`src/rtl/te_pll_rx_sequencer.sv`:
```
// te_pll_rx_sequencer
// Per-lane timing-engine sequencer. Each lane waits a programmable PLL settling
// time after radio_req, then a programmable RX-arm delay after rx_req, and
// produces the registered qualifiers pllSettled / tArstFs for the downstream
// radio-enable synchronizer stage.
//
// Ports:
//   ck            : clock, rising edge
//   arst          : asynchronous active-high reset
//   settle_cycles : PLL settling delay, latched per lane on entry to SETTLING
//   rx_delay      : RX-arm delay, latched per lane on entry to RX_ARM
//   radio_req     : per-lane radio enable request (level)
//   rx_req        : per-lane RX request (level, qualified by radio_req)
//   pllSettled    : per-lane PLL settled (LOCKED, RX_ARM, RX_ON)
//   tArstFs       : per-lane RX path released (RX_ON)
//   settle_abort  : one-cycle pulse when a lane abandons SETTLING
//   busy          : lane counting (SETTLING or RX_ARM)
module te_pll_rx_sequencer #(
   parameter int unsigned BIT_WIDTH = 2,
   parameter int unsigned CNT_W     = 8
) (
   input  logic                 ck,
   input  logic                 arst,
   input  logic [CNT_W-1:0]     settle_cycles,
   input  logic [CNT_W-1:0]     rx_delay,
   input  logic [BIT_WIDTH-1:0] radio_req,
   input  logic [BIT_WIDTH-1:0] rx_req,
   output logic [BIT_WIDTH-1:0] pllSettled,
   output logic [BIT_WIDTH-1:0] tArstFs,
   output logic [BIT_WIDTH-1:0] settle_abort,
   output logic [BIT_WIDTH-1:0] busy
);

   typedef enum logic [2:0] {
      ST_IDLE     = 3'd0,
      ST_SETTLING = 3'd1,
      ST_LOCKED   = 3'd2,
      ST_RX_ARM   = 3'd3,
      ST_RX_ON    = 3'd4
   } state_t;

   state_t               state_q [BIT_WIDTH];
   state_t               state_d [BIT_WIDTH];
   logic [CNT_W-1:0]     cnt_q   [BIT_WIDTH];
   logic [CNT_W-1:0]     cnt_d   [BIT_WIDTH];
   logic [CNT_W-1:0]     tgt_q   [BIT_WIDTH];
   logic [CNT_W-1:0]     tgt_d   [BIT_WIDTH];
   logic [CNT_W-1:0]     tgt_eff [BIT_WIDTH];
   logic [BIT_WIDTH-1:0] pll_d;
   logic [BIT_WIDTH-1:0] tarst_d;
   logic [BIT_WIDTH-1:0] abort_d;
   logic [BIT_WIDTH-1:0] busy_d;

   // A programmed delay of zero behaves as one cycle
   always_comb begin
      for (int unsigned i = 0; i < BIT_WIDTH; i++) begin
         tgt_eff[i] = (tgt_q[i] == '0) ? CNT_W'(1) : tgt_q[i];
      end
   end

   // Next-state, counter and output decode; radio drop > rx drop > count done
   always_comb begin
      for (int unsigned i = 0; i < BIT_WIDTH; i++) begin
         state_d[i] = state_q[i];
         cnt_d[i]   = cnt_q[i];
         tgt_d[i]   = tgt_q[i];
         abort_d[i] = 1'b0;

         unique case (state_q[i])
            ST_IDLE: begin
               if (radio_req[i]) begin
                  state_d[i] = ST_SETTLING;
                  cnt_d[i]   = CNT_W'(1);
                  tgt_d[i]   = settle_cycles;
               end
            end
            ST_SETTLING: begin
               if (!radio_req[i]) begin
                  state_d[i] = ST_IDLE;
                  abort_d[i] = 1'b1;
               end else if (cnt_q[i] == tgt_eff[i]) begin
                  state_d[i] = ST_LOCKED;
               end else begin
                  cnt_d[i] = cnt_q[i] + CNT_W'(1);
               end
            end
            ST_LOCKED: begin
               if (!radio_req[i]) begin
                  state_d[i] = ST_IDLE;
               end else if (rx_req[i]) begin
                  state_d[i] = ST_RX_ARM;
                  cnt_d[i]   = CNT_W'(1);
                  tgt_d[i]   = rx_delay;
               end
            end
            ST_RX_ARM: begin
               if (!radio_req[i]) begin
                  state_d[i] = ST_IDLE;
               end else if (!rx_req[i]) begin
                  state_d[i] = ST_LOCKED;
               end else if (cnt_q[i] == tgt_eff[i]) begin
                  state_d[i] = ST_RX_ON;
               end else begin
                  cnt_d[i] = cnt_q[i] + CNT_W'(1);
               end
            end
            ST_RX_ON: begin
               if (!radio_req[i]) begin
                  state_d[i] = ST_IDLE;
               end else if (!rx_req[i]) begin
                  state_d[i] = ST_LOCKED;
               end
            end
            default: begin
               state_d[i] = ST_IDLE;
            end
         endcase

         pll_d[i]   = (state_d[i] == ST_LOCKED) || (state_d[i] == ST_RX_ARM) ||
                      (state_d[i] == ST_RX_ON);
         tarst_d[i] = (state_d[i] == ST_RX_ON);
         busy_d[i]  = (state_d[i] == ST_SETTLING) || (state_d[i] == ST_RX_ARM);
      end
   end

   // State, counters and registered outputs
   always_ff @(posedge ck or posedge arst) begin
      if (arst) begin
         for (int unsigned i = 0; i < BIT_WIDTH; i++) begin
            state_q[i] <= ST_IDLE;
            cnt_q[i]   <= '0;
            tgt_q[i]   <= '0;
         end
         pllSettled   <= '0;
         tArstFs      <= '0;
         settle_abort <= '0;
         busy         <= '0;
      end else begin
         for (int unsigned i = 0; i < BIT_WIDTH; i++) begin
            state_q[i] <= state_d[i];
            cnt_q[i]   <= cnt_d[i];
            tgt_q[i]   <= tgt_d[i];
         end
         pllSettled   <= pll_d;
         tArstFs      <= tarst_d;
         settle_abort <= abort_d;
         busy         <= busy_d;
      end
   end

endmodule

```
`config.mk`:
```
export PLATFORM = sky130hd
export DESIGN_NAME = te_pll_rx_sequencer
export DESIGN_NICKNAME = d
export VERILOG_FILES = /design/src/rtl/te_pll_rx_sequencer.sv
export SDC_FILE = /design/constraint.sdc
export NUM_CORES = 1
export LEC_CHECK = 0
export ABC_AREA = 1
export CORE_ASPECT_RATIO = 2
export CORE_MARGIN = 5
export CORE_UTILIZATION = 40
export CTS_BUF_LIST = sky130_fd_sc_hd__clkbuf_8
export DETAILED_ROUTE_END_ITERATION = 10
export SLEW_MARGIN = 30
export SYNTH_ARGS = -nofsm -noshare
export SYNTH_HDL_FRONTEND = slang
export SYNTH_SLANG_ARGS = --single-unit
```
`constraint.sdc`:
```
create_clock -name ck -period 1.98 [get_ports ck]
set_clock_uncertainty 0.2 [all_clocks]
set_input_delay 0.396 -clock ck [delete_from_list [all_inputs] [get_ports ck]]
set_output_delay 0.396 -clock ck [all_outputs]
set_load 0.01 [all_outputs]
```
==> results.tsv <==
stage	metric	value	unit
clock_tree	Post-CTS Setup Inserts	0	
synthesis	Synth Area in Simple Gates	29.8	%
drt	ANT nets after route	0	
synthesis	Yosys cell types	36	
placed_design	input/output buffers	29	
worst_setup_path	Crit-path slowest cell	dfrtp_1	
worst_setup_path	startpoint types	flop	
floorplanning	I/O Pins	30	
clock_tree	post_cts resized	0	
placed_design	gpl congestion	0.855	
global_routing	GR Util All Layers	17.8	%
synthesis	share of the yosys chip area belonging to registers	42.7	%
layout	Nets	441	
synthesis	Ys Warns	0	
worst_setup_path	crit-path max FO	17	
power_and_ir_drop	Sequential Power Share	46.3	%
drt	drt pass-1 iters	7	
clock_tree	clock slew at reported path FFs	90	ps
floorplanning	row cnt	42	
worst_setup_path	CP endpoint kind	flop	
global_routing	vias in the first global route	2499	
worst_setup_path	cells on worst reg2reg path	9	
worst_setup_path	reg2reg start	tgt_q[5]	
worst_setup_path	Max stage delay on crit path	420	ps
layout	most common cell after layout, fill and taps aside	nand2_1	
drt	WL final	6810	um
power_and_ir_drop	Clock Power Share	24.6	%
sta	PnR worst setup slack	44.8	ps
layout	Area Overhead vs Synth	24.8	%
job	Max Cap Viol	0	
drt	drt via density	4.90	
synthesis	Yosys reg bits	46	
worst_setup_path	Arrival @ worst endpoint	1950	ps
layout	area occupied by multi-input gates	1260	um2
global_routing	initial antenna violation count	0	
synthesis	Post-Syn Instances	366	
sta	# setup viols final	0	
synthesis	Post-synth EDFFs	0	
power_and_ir_drop	Internal Dissipation	0.00174	W
worst_hold_path	HP Class	in2async	
placed_design	Post-DP HPWL	5510	um
worst_setup_path	reg2reg end	state_q[0]	
outcome	status	complete, no violations	
layout	final core occ	50.8	%
synthesis	prevailing post-synth register cell	dfrtp_1	
worst_setup_path	WS Path Type	reg2reg	
sta	RSZ-0062 raised after global routing	yes	
drt	routed via count	2477	
placed_design	pre-CTS worst setup slack	-229	ps
clock_tree	Sink Count	46	
global_routing	Overflow after GRT	0	
clock_tree	clk buf depth	2	
layout	Fillers	686	
clock_tree	CTS tree	done	
sta	Final Hold Fails	0	
synthesis	Post-Synth Adder-Cell Area	0.929	%
floorplanning	Die X	68.0	um
floorplanning	core area	6620	um2
sta	fmax	517	MHz
synthesis	Synth Area in XOR/XNOR	3.90	%
clock_tree	CTS Buf Count	5	
worst_setup_path	data required time of the worst path	1990	ps
clock_tree	Post-CTS Hold Fix Bufs	0	
power_and_ir_drop	Comb pwr share	29.0	%
floorplanning	Initial Utilization	40.7	%
global_routing	largest net degree at the start of global routing	19	
sta	minimum clock period	1940	ps
drt	DRT iter0 DRCs	77	
synthesis	Mapped Area	2690	um2
synthesis	largest family of logic cells by synthesized area	simple AND/OR/NAND/NOR gates	
worst_setup_path	r2r setup slk	40	ps
synthesis	Mapped Nets	390	
power_and_ir_drop	maximum VDD drop	0.000652	V
power_and_ir_drop	leak pwr	1.71	nW
clock_tree	CTS HTree Levels	2	
sta	Max Slew Vio Count	0	
sta	Slew @ Worst Pin	418	ps
clock_tree	Worst-Skew Late Latency	310	ps
synthesis	Compound-Gate Fraction of Synth Area	11.7	%
drt	post-route DRC violation count	0	
power_and_ir_drop	pwr dens	791	nW/um2
clock_tree	CTS Root Cell	clkbuf_8	
layout	share of cells above drive strength 1	14.6	%
floorplanning	Die Y	126	um
sta	final worst path period share	97.7	%
sta	relative slew slack	72.1	%
drt	WL/cell	13.5	um
layout	Ant. Diodes	0	
global_routing	first-pass GRT wire length	11600	um
floorplanning	Die ar.	8580	um2
power_and_ir_drop	switching part of the total	34.6	%
layout	Storage cell area	1150	um2
synthesis	mux cell area share after synthesis	0.418	%
power_and_ir_drop	P_sw	0.000919	W
synthesis	Avg Inst Size Synth	7.36	um2
worst_setup_path	CP dominant cell by count	nor2_1	
worst_setup_path	cell chain of the critical path	nor2_1, nand2_1, nor2_1, nor2_1, nand2_1, nand4_1, nand2_2, buf_4, inv_2	
synthesis	share of flip-flops with an asynchronous set or reset	100	%
layout	most frequent cells in the layout	96 x nand2_1, 54 x inv_1, 46 x dfrtp_1	
## final cells by class
type | count | share of cell area [%]
well taps | 88 | 3.28
inverters | 64 | 7.15
clock buffers | 7 | 2.87
repair buffers | 51 | 14.7
multi-input cells | 249 | 37.6
flip-flops and latches | 46 | 34.2
clock inverters | 1 | 0.261
## registers in the layout (all words and copies together) (netlist names)
register and flops:
busy 2, cnt_q 16, pllSettled 2, settle_abort 2, state_q 6, tArstFs 2, tgt_q 16
## per-stage QoR
stage	instances	TNS, ps	cell area, um2	hold WS (ps)	total power [W]
5_1_grt	506	-530	3360	224	0.00286
3_5_place_dp	498	-4070	3250	315	0.00203
4_1_cts	506	0	3360	200	0.00270
3_3_place_gp	498	-3310	3250	301	0.00201
6_report	506	0	3360	199	0.00266
2_1_floorplan	366	0	2690	262	0.00174
## layer usage
metal | track usage [%] | up-vias | routed length [um]
met3 | 3.74 | 20 | 222
li1 | - | 1258 | -
met4 | 8.68 | 0 | 288
met5 | 0 | - | 0
met2 | 33.8 | 42 | 3970
met1 | 16.6 | 1157 | 2330
## cell families after synthesis
family | count (synthesis)
adder cells (fa/ha/maj) | 2
AO/OA/AOI/OAI | 53
AND/OR/NAND/NOR | 181
multiplexers | 1
flip-flops | 46
buffers and inverters | 71
XOR/XNOR | 12
## power groups by stage
| stage | Combinational [W] | Clock, W | Sequential (W) |
|---|---|---|---|
| after floorplan | 0.000540 | 0 | 0.00120 |
| after global placement | 0.000762 | 0 | 0.00125 |
| after detailed placement | 0.000780 | 0 | 0.00125 |
| after CTS | 0.000781 | 0.000683 | 0.00123 |
| after global routing | 0.000883 | 0.000725 | 0.00125 |
| final | 0.000773 | 0.000656 | 0.00123 |
## critical path: cells and delay by family, from the launching register on
| kind | cells | cell delay [ps] |
|---|---|---|
| flops | 1 | 420 |
| simple gates | 7 | 1010 |
| buf+inv | 2 | 220 |
## synthesized netlist by cell type (2+ instances only)
master | instances | area (um2)
o211ai_1 | 3 | 22.5
ha_1 | 2 | 25.0
clkbuf_1 | 3 | 11.3
xor2_1 | 6 | 52.6
nand2_4 | 2 | 22.5
nor2_2 | 5 | 31.3
or2_2 | 4 | 25.0
nand2_2 | 3 | 18.8
inv_1 | 55 | 206
nor2_1 | 31 | 116
a31oi_1 | 2 | 12.5
nand4_1 | 14 | 87.6
buf_4 | 2 | 15.0
o31ai_1 | 2 | 15.0
o21ai_2 | 2 | 17.5
a22oi_1 | 4 | 30.0
o21ai_1 | 12 | 60.1
a21oi_1 | 9 | 45.0
xnor2_1 | 6 | 52.6
nor3_1 | 2 | 10.0
nand2_1 | 97 | 364
dfrtp_1 | 46 | 1150
nand3_1 | 20 | 100
o21ai_0 | 14 | 70.1
inv_2 | 9 | 33.8
## worst max path at each step
stage	end	slack (ps)	from	cells after the start
after detailed placement	tgt_q[7]	-230	radio_req[1]	9
after global placement	tgt_q[3]	-190	radio_req[1]	9
after CTS	tgt_q[7]	80	radio_req[1]	9
after global routing	busy[1]	-80	tgt_q[1]	9
after floorplan	busy[0]	300	arst	1
final	state_q[0]	40	tgt_q[5]	9
No activity file was read; power rests on OpenSTA's default activity.
